**config.mk**
```make
export PLATFORM = sky130hd
export DESIGN_NAME = tcm_port_arb
export DESIGN_NICKNAME = d
export VERILOG_FILES = /design/src/rtl/tcm_pkg.sv /design/src/rtl/tcm_port_arb.sv
export SDC_FILE = /design/constraint.sdc
export NUM_CORES = 1
export LEC_CHECK = 0
export ABC_AREA = 1
export CORE_AREA = 2 2 149 151
export CTS_CLUSTER_SIZE = 12
export DETAILED_ROUTE_END_ITERATION = 16
export DIE_AREA = 0 0 151 153
export MAX_ROUTING_LAYER = met4
export PLACE_DENSITY = 0.5
export SYNTH_ARGS = -nofsm -noshare
export SYNTH_HDL_FRONTEND = slang
export SYNTH_SLANG_ARGS = --single-unit
```
**constraint.sdc**
```tcl
create_clock -name clk_i -period 3.86 [get_ports clk_i]
set_clock_uncertainty 0.2 [all_clocks]
set_input_delay 0.965 -clock clk_i [delete_from_list [all_inputs] [get_ports clk_i]]
set_output_delay 0.965 -clock clk_i [all_outputs]
set_load 0.02 [all_outputs]
```
**src/rtl/tcm_pkg.sv**
```systemverilog
// Shared TCM definitions: port-1 arbitration priority state, RAM row width
// and the helpers that place a 32-bit word into one half of a 64-bit row.
package tcm_pkg;

  typedef enum logic {
    CPU_PRI = 1'b0,
    EXT_PRI = 1'b1
  } pri_e;

  localparam int TCM_ROW_W = 13;
  localparam int ROW_LSB   = 3;
  localparam int ROW_MSB   = ROW_LSB + TCM_ROW_W - 1;
  localparam int LANE_BIT  = 2;

  // Lane 1 occupies the upper word of the row; the other half stays zero.
  function automatic logic [63:0] place_data(input logic lane, input logic [31:0] word);
    return lane ? {word, 32'h0} : {32'h0, word};
  endfunction

  function automatic logic [7:0] place_wr(input logic lane, input logic [3:0] be);
    return lane ? {be, 4'h0} : {4'h0, be};
  endfunction

endpackage

```
**src/rtl/tcm_port_arb.sv**
```systemverilog
// Port-1 arbiter for the TCM RAM: CPU has priority, but an external request
// refused MAX_WAIT times in a row is forced ahead of the CPU on the next cycle.
module tcm_port_arb
  import tcm_pkg::*;
#(
  parameter int MAX_WAIT = 4,
  parameter int TAG_W    = 11
) (
  input  logic                 clk_i,
  input  logic                 rst_ni,

  input  logic                 cpu_rd_i,
  input  logic [3:0]           cpu_wr_i,
  input  logic                 cpu_nop_i,
  input  logic [31:0]          cpu_addr_i,
  input  logic [31:0]          cpu_data_i,
  input  logic [TAG_W-1:0]     cpu_tag_i,
  output logic                 cpu_accept_o,
  output logic                 cpu_ack_o,
  output logic [TAG_W-1:0]     cpu_tag_o,
  output logic [31:0]          cpu_data_o,

  input  logic                 ext_rd_i,
  input  logic [3:0]           ext_wr_i,
  input  logic [31:0]          ext_addr_i,
  input  logic [31:0]          ext_data_i,
  output logic                 ext_accept_o,
  output logic                 ext_ack_o,
  output logic [31:0]          ext_data_o,

  output logic [TCM_ROW_W-1:0] ram_addr_o,
  output logic [7:0]           ram_wr_o,
  output logic [63:0]          ram_data_o,
  input  logic [63:0]          ram_data_i
);

  localparam int                CNT_W   = $clog2(MAX_WAIT + 1);
  localparam logic [CNT_W-1:0]  MAX_CNT = CNT_W'(MAX_WAIT);

  pri_e                 pri_q, pri_d;
  logic [CNT_W-1:0]     wait_cnt_q, wait_cnt_d;
  logic [CNT_W-1:0]     wait_inc;
  logic                 cpu_req, ext_req;
  logic                 grant_cpu, grant_ext, any_grant;

  logic [31:0]          sel_addr;
  logic [31:0]          sel_data;
  logic [3:0]           sel_wr;
  logic                 sel_lane;

  logic [TCM_ROW_W-1:0] addr_q;
  logic                 cpu_ack_q, ext_ack_q;
  logic                 lane_q;
  logic [TAG_W-1:0]     tag_q;
  logic [31:0]          rd_word;

  logic                 unused_addr_bits;

  assign cpu_req  = cpu_rd_i | (|cpu_wr_i) | cpu_nop_i;
  assign ext_req  = ext_rd_i | (|ext_wr_i);
  assign wait_inc = wait_cnt_q + 1'b1;

  // Grants are purely combinational so the RAM sees the winner's address in
  // the same cycle; both are forced low while reset is held.
  always_comb begin
    grant_cpu  = 1'b0;
    grant_ext  = 1'b0;
    pri_d      = pri_q;
    wait_cnt_d = wait_cnt_q;
    case (pri_q)
      CPU_PRI: begin
        if (cpu_req) begin
          grant_cpu = 1'b1;
        end else if (ext_req) begin
          grant_ext = 1'b1;
        end
        if (ext_req && !grant_ext) begin
          wait_cnt_d = wait_inc;
          if (wait_inc == MAX_CNT) begin
            pri_d = EXT_PRI;
          end
        end
        if (grant_ext) begin
          wait_cnt_d = '0;
        end
      end
      EXT_PRI: begin
        pri_d      = CPU_PRI;
        wait_cnt_d = '0;
        if (ext_req) begin
          grant_ext = 1'b1;
        end else begin
          grant_cpu = cpu_req;
        end
      end
      default: begin
        pri_d      = CPU_PRI;
        wait_cnt_d = '0;
      end
    endcase
    grant_cpu = grant_cpu & rst_ni;
    grant_ext = grant_ext & rst_ni;
  end

  assign any_grant    = grant_cpu | grant_ext;
  assign cpu_accept_o = grant_cpu;
  assign ext_accept_o = grant_ext;

  always_comb begin
    sel_addr = cpu_addr_i;
    sel_data = cpu_data_i;
    sel_wr   = cpu_nop_i ? 4'h0 : cpu_wr_i;
    if (grant_ext) begin
      sel_addr = ext_addr_i;
      sel_data = ext_data_i;
      sel_wr   = ext_wr_i;
    end
    sel_lane = sel_addr[LANE_BIT];
  end

  // Without a grant the row address parks on its last value.
  assign ram_addr_o = any_grant ? sel_addr[ROW_MSB:ROW_LSB] : addr_q;
  assign ram_wr_o   = any_grant ? place_wr(sel_lane, sel_wr) : 8'h0;
  assign ram_data_o = any_grant ? place_data(sel_lane, sel_data) : 64'h0;

  always_ff @(posedge clk_i or negedge rst_ni) begin
    if (!rst_ni) begin
      pri_q      <= CPU_PRI;
      wait_cnt_q <= '0;
      addr_q     <= '0;
      cpu_ack_q  <= 1'b0;
      ext_ack_q  <= 1'b0;
      lane_q     <= 1'b0;
      tag_q      <= '0;
    end else begin
      pri_q      <= pri_d;
      wait_cnt_q <= wait_cnt_d;
      addr_q     <= ram_addr_o;
      cpu_ack_q  <= grant_cpu;
      ext_ack_q  <= grant_ext;
      if (any_grant) begin
        lane_q <= sel_lane;
      end
      if (grant_cpu) begin
        tag_q <= cpu_tag_i;
      end
    end
  end

  // One lane-muxed word feeds both requesters; each qualifies it by its own ack.
  assign rd_word    = lane_q ? ram_data_i[63:32] : ram_data_i[31:0];
  assign cpu_data_o = rd_word;
  assign ext_data_o = rd_word;
  assign cpu_ack_o  = cpu_ack_q;
  assign ext_ack_o  = ext_ack_q;
  assign cpu_tag_o  = tag_q;

  assign unused_addr_bits = ^{cpu_addr_i[31:ROW_MSB+1], cpu_addr_i[1:0],
                              ext_addr_i[31:ROW_MSB+1], ext_addr_i[1:0]};

endmodule

```
==> run metrics <==
crit-path cells clkdlybuf4s50_1 > nor2_2 > nand3_2 > buf_4 > nand2_2 > buf_6 > inv_1 > nand2_1 > inv_1 > dlygate4sd2_1; CTS H-tree depth 2; Distinct cells, synth 26; Slew @ Worst Pin between 0.4 and 0.5 ns; Via-to-Cell Ratio roughly 3.6; syn_area_per_cell about 6.3 µm²; FF+latch count, synth 31; max incr delay on CP 0.41 ns; grt total ovfl 0; Crit Path Max Fanout 9; Final Cycle Share 0.978; core area around 21000 µm²; initial antenna violation count 1; Worst VDD drop 0.000194 V; Final HPWL DP around 13000 µm; Final min period around 3.8 ns; kind of critical path in2out; Slew Limit Headroom 0.686; Synth warnings 0; I/O pin total 380; Worst Hold Launch addr_q[10]$_DFF_PN0_; endpoints failing setup 0; reg-to-reg slack, setup 2.33 ns; first-pass GRT wire length 23100 µm; Achievable Freq roughly 260 MHz; Hold Path Cell Cnt 2; hold_ws between 0.2 and 0.3 ns; max cap viols 0; placed insts approximately 1100; CP most frequent cell inv_1; CTS Buf Count 5; Top delay family on crit path buffers and inverters; Detailed Routing Iterations Pass 1 4; Hold EP addr_q[10]$_DFF_PN0_; Hold Path Class reg2reg; fraction of layout cells with a size suffix above 1 0.232; DIE AREA between 20000 and 25000 µm²; clock slew seen by the registers of the worst setup and hold paths about 0.06 ns; chip width roughly 150 µm; Area Overhead vs Synth 110%; worst skew pair latency approximately 0.27 ns; launch point of the worst path cpu_rd_i; critical path launch point type input pin; Post-Syn Area 3330 µm²; syn_nets ~750; DRT antenna net count 0; FF-to-FF End addr_q[0]$_DFF_PN0_; vias in the first global route approximately 4000; Sink Count 31; worst flop-to-flop path startpoint pri_q$_DFF_PN0_; cells after synthesis between 500 and 600; Die Y 153 µm; non-filler instance count after layout approximately 1100; Clock Tree Root clkbuf_16; most frequent cells in the layout clkdlybuf4s50_1, nand2_1, nor2_1; aggregate global-route resource usage 0.131; Fillers about 2300; largest net degree at the start of global routing 34; routed wire length around 16000 µm; via count approximately 4200; status finished, final reports clean; Worst setup EP type output pin; Cell Rows 54; unrepaired setup endpoints after global routing true; CP Buf/Inv Count 6; initial DRC count 111; Final Max Slew Viols 0; final hold vios 0; CTS max path bufs 2; slowest CP cell clkdlybuf4s50_1; # DRC 0; FF-to-FF path depth 7; CTS tree done; CP arrival around 2.6 ns; I/O Buffers roughly 340; gpl congestion about 0.76; Avg WL per Cell between 10 and 15 µm; most common cell after layout, fill and taps aside clkdlybuf4s50_1; register area share after synthesis 0.233; CP required 2.69 ns; fin nets 1085; leakage 3.64 nW; PwrDens between 300 and 400 nW/µm²; initial core utilization 0.155
## repair_timing
action / in CTS / in global routing
gates cloned: 0 / 4
hold buffers: 0 / 0
gates resized for setup: 297 / 84
pin swaps: 1 / 7
setup buffers: 1 / 1
setup endpoints to repair: 87 / 83
## flip-flops by register name (all words and copies together), names as in the netlist
| signal | flops |
|---|---|
| ext_ack_o | 1 |
| cpu_ack_o | 1 |
| cpu_tag_o | 11 |
| wait_cnt_q | 3 |
| pri_q | 1 |
| addr_q | 13 |
| lane_q | 1 |
## synth_stat cells
master | n | area [µm²]
clkbuf_1 | 1 | 3.75
nand3_4 | 3 | 52.6
mux2_2 | 32 | 360
nand2_4 | 1 | 11.3
nand3_1 | 7 | 35.0
ha_1 | 2 | 25.0
o21ai_0 | 8 | 40.0
inv_4 | 1 | 6.26
nor2_8 | 1 | 20.0
nand3b_1 | 13 | 97.6
nor2_2 | 2 | 12.5
buf_8 | 1 | 15.0
o21ai_1 | 1 | 5.00
clkinv_2 | 1 | 5.00
o31ai_1 | 1 | 7.51
nor2_1 | 94 | 353
nand2_1 | 179 | 672
nand2_2 | 2 | 12.5
buf_6 | 14 | 158
nand3_2 | 1 | 10.0
inv_1 | 90 | 338
buf_2 | 7 | 35.0
nand2_8 | 1 | 20.0
buf_4 | 33 | 248
dfrtp_1 | 31 | 776
o22a_1 | 1 | 8.76
## worst register-to-register path: cells and delay by family (launching register included)
kind	cells	cell delay, ns
buf+inv	3	0.40
simple gates	3	0.41
flops	1	0.39
compound gates	1	0.08
## logic make-up (layout without fill, tap and decap cells)
group                      Yosys count  after routing  synth area share
buffers and inverters              148            488             0.243
adders and majority gates            2              2           0.00752
other                                0              1                 0
DFF                                 31             31             0.233
muxes                               32             32             0.108
AOI/OAI and AO/OA                   11             11            0.0184
and+or+nand+nor                    304            304             0.390
## per-layer routing
layer,up-vias,track usage,wire length [µm]
met5,-,-,0
met4,0,0.0178,143
met3,10,0.0310,1050
met2,128,0.217,7690
met1,1845,0.166,7300
li1,2199,-,-
## layout make-up
class | instances | area, µm² | area share
clock inverter | 2 | 12.5 | 0.00179
antenna | 1 | 2.50 | 0.000358
inverter | 92 | 355 | 0.0509
sequential | 31 | 776 | 0.111
tap | 280 | 350 | 0.0502
clock buffer | 6 | 129 | 0.0185
timing repair buffer | 388 | 3560 | 0.510
multi-input combinational | 349 | 1800 | 0.257
## how the worst max path moves through the flow
stage | slack, ns | to | cells after the start
floorplan | 0.60 | ram_addr_o[11] | 9
CTS | -0.02 | ram_wr_o[3] | 11
finish | 0.09 | cpu_accept_o | 10
detailed placement | -0.55 | ram_data_o[40] | 10
global route | -0.04 | cpu_accept_o | 10
global placement | -0.49 | ram_addr_o[0] | 10
## where the power goes
group	switching [mW]	internal (mW)
sequential	0.0408	0.417
clock	0.147	0.238
combinational	1.01	0.866
## per-stage QoR
stage	instance area, µm²	util	TNS, ns	setup slack [ns]	power [mW]
after global placement	7040	0.328	-37.68	-0.493	2.41
after global routing	6980	0.325	-0.0656	-0.0412	2.90
after detailed placement	7040	0.328	-40.19	-0.545	2.41
after CTS	7130	0.332	-0.0224	-0.0224	2.74
after floorplan	3330	-	0	0.595	1.49
final	6980	0.325	0	0.0863	2.72
No activity file was read; power rests on OpenSTA's default activity.
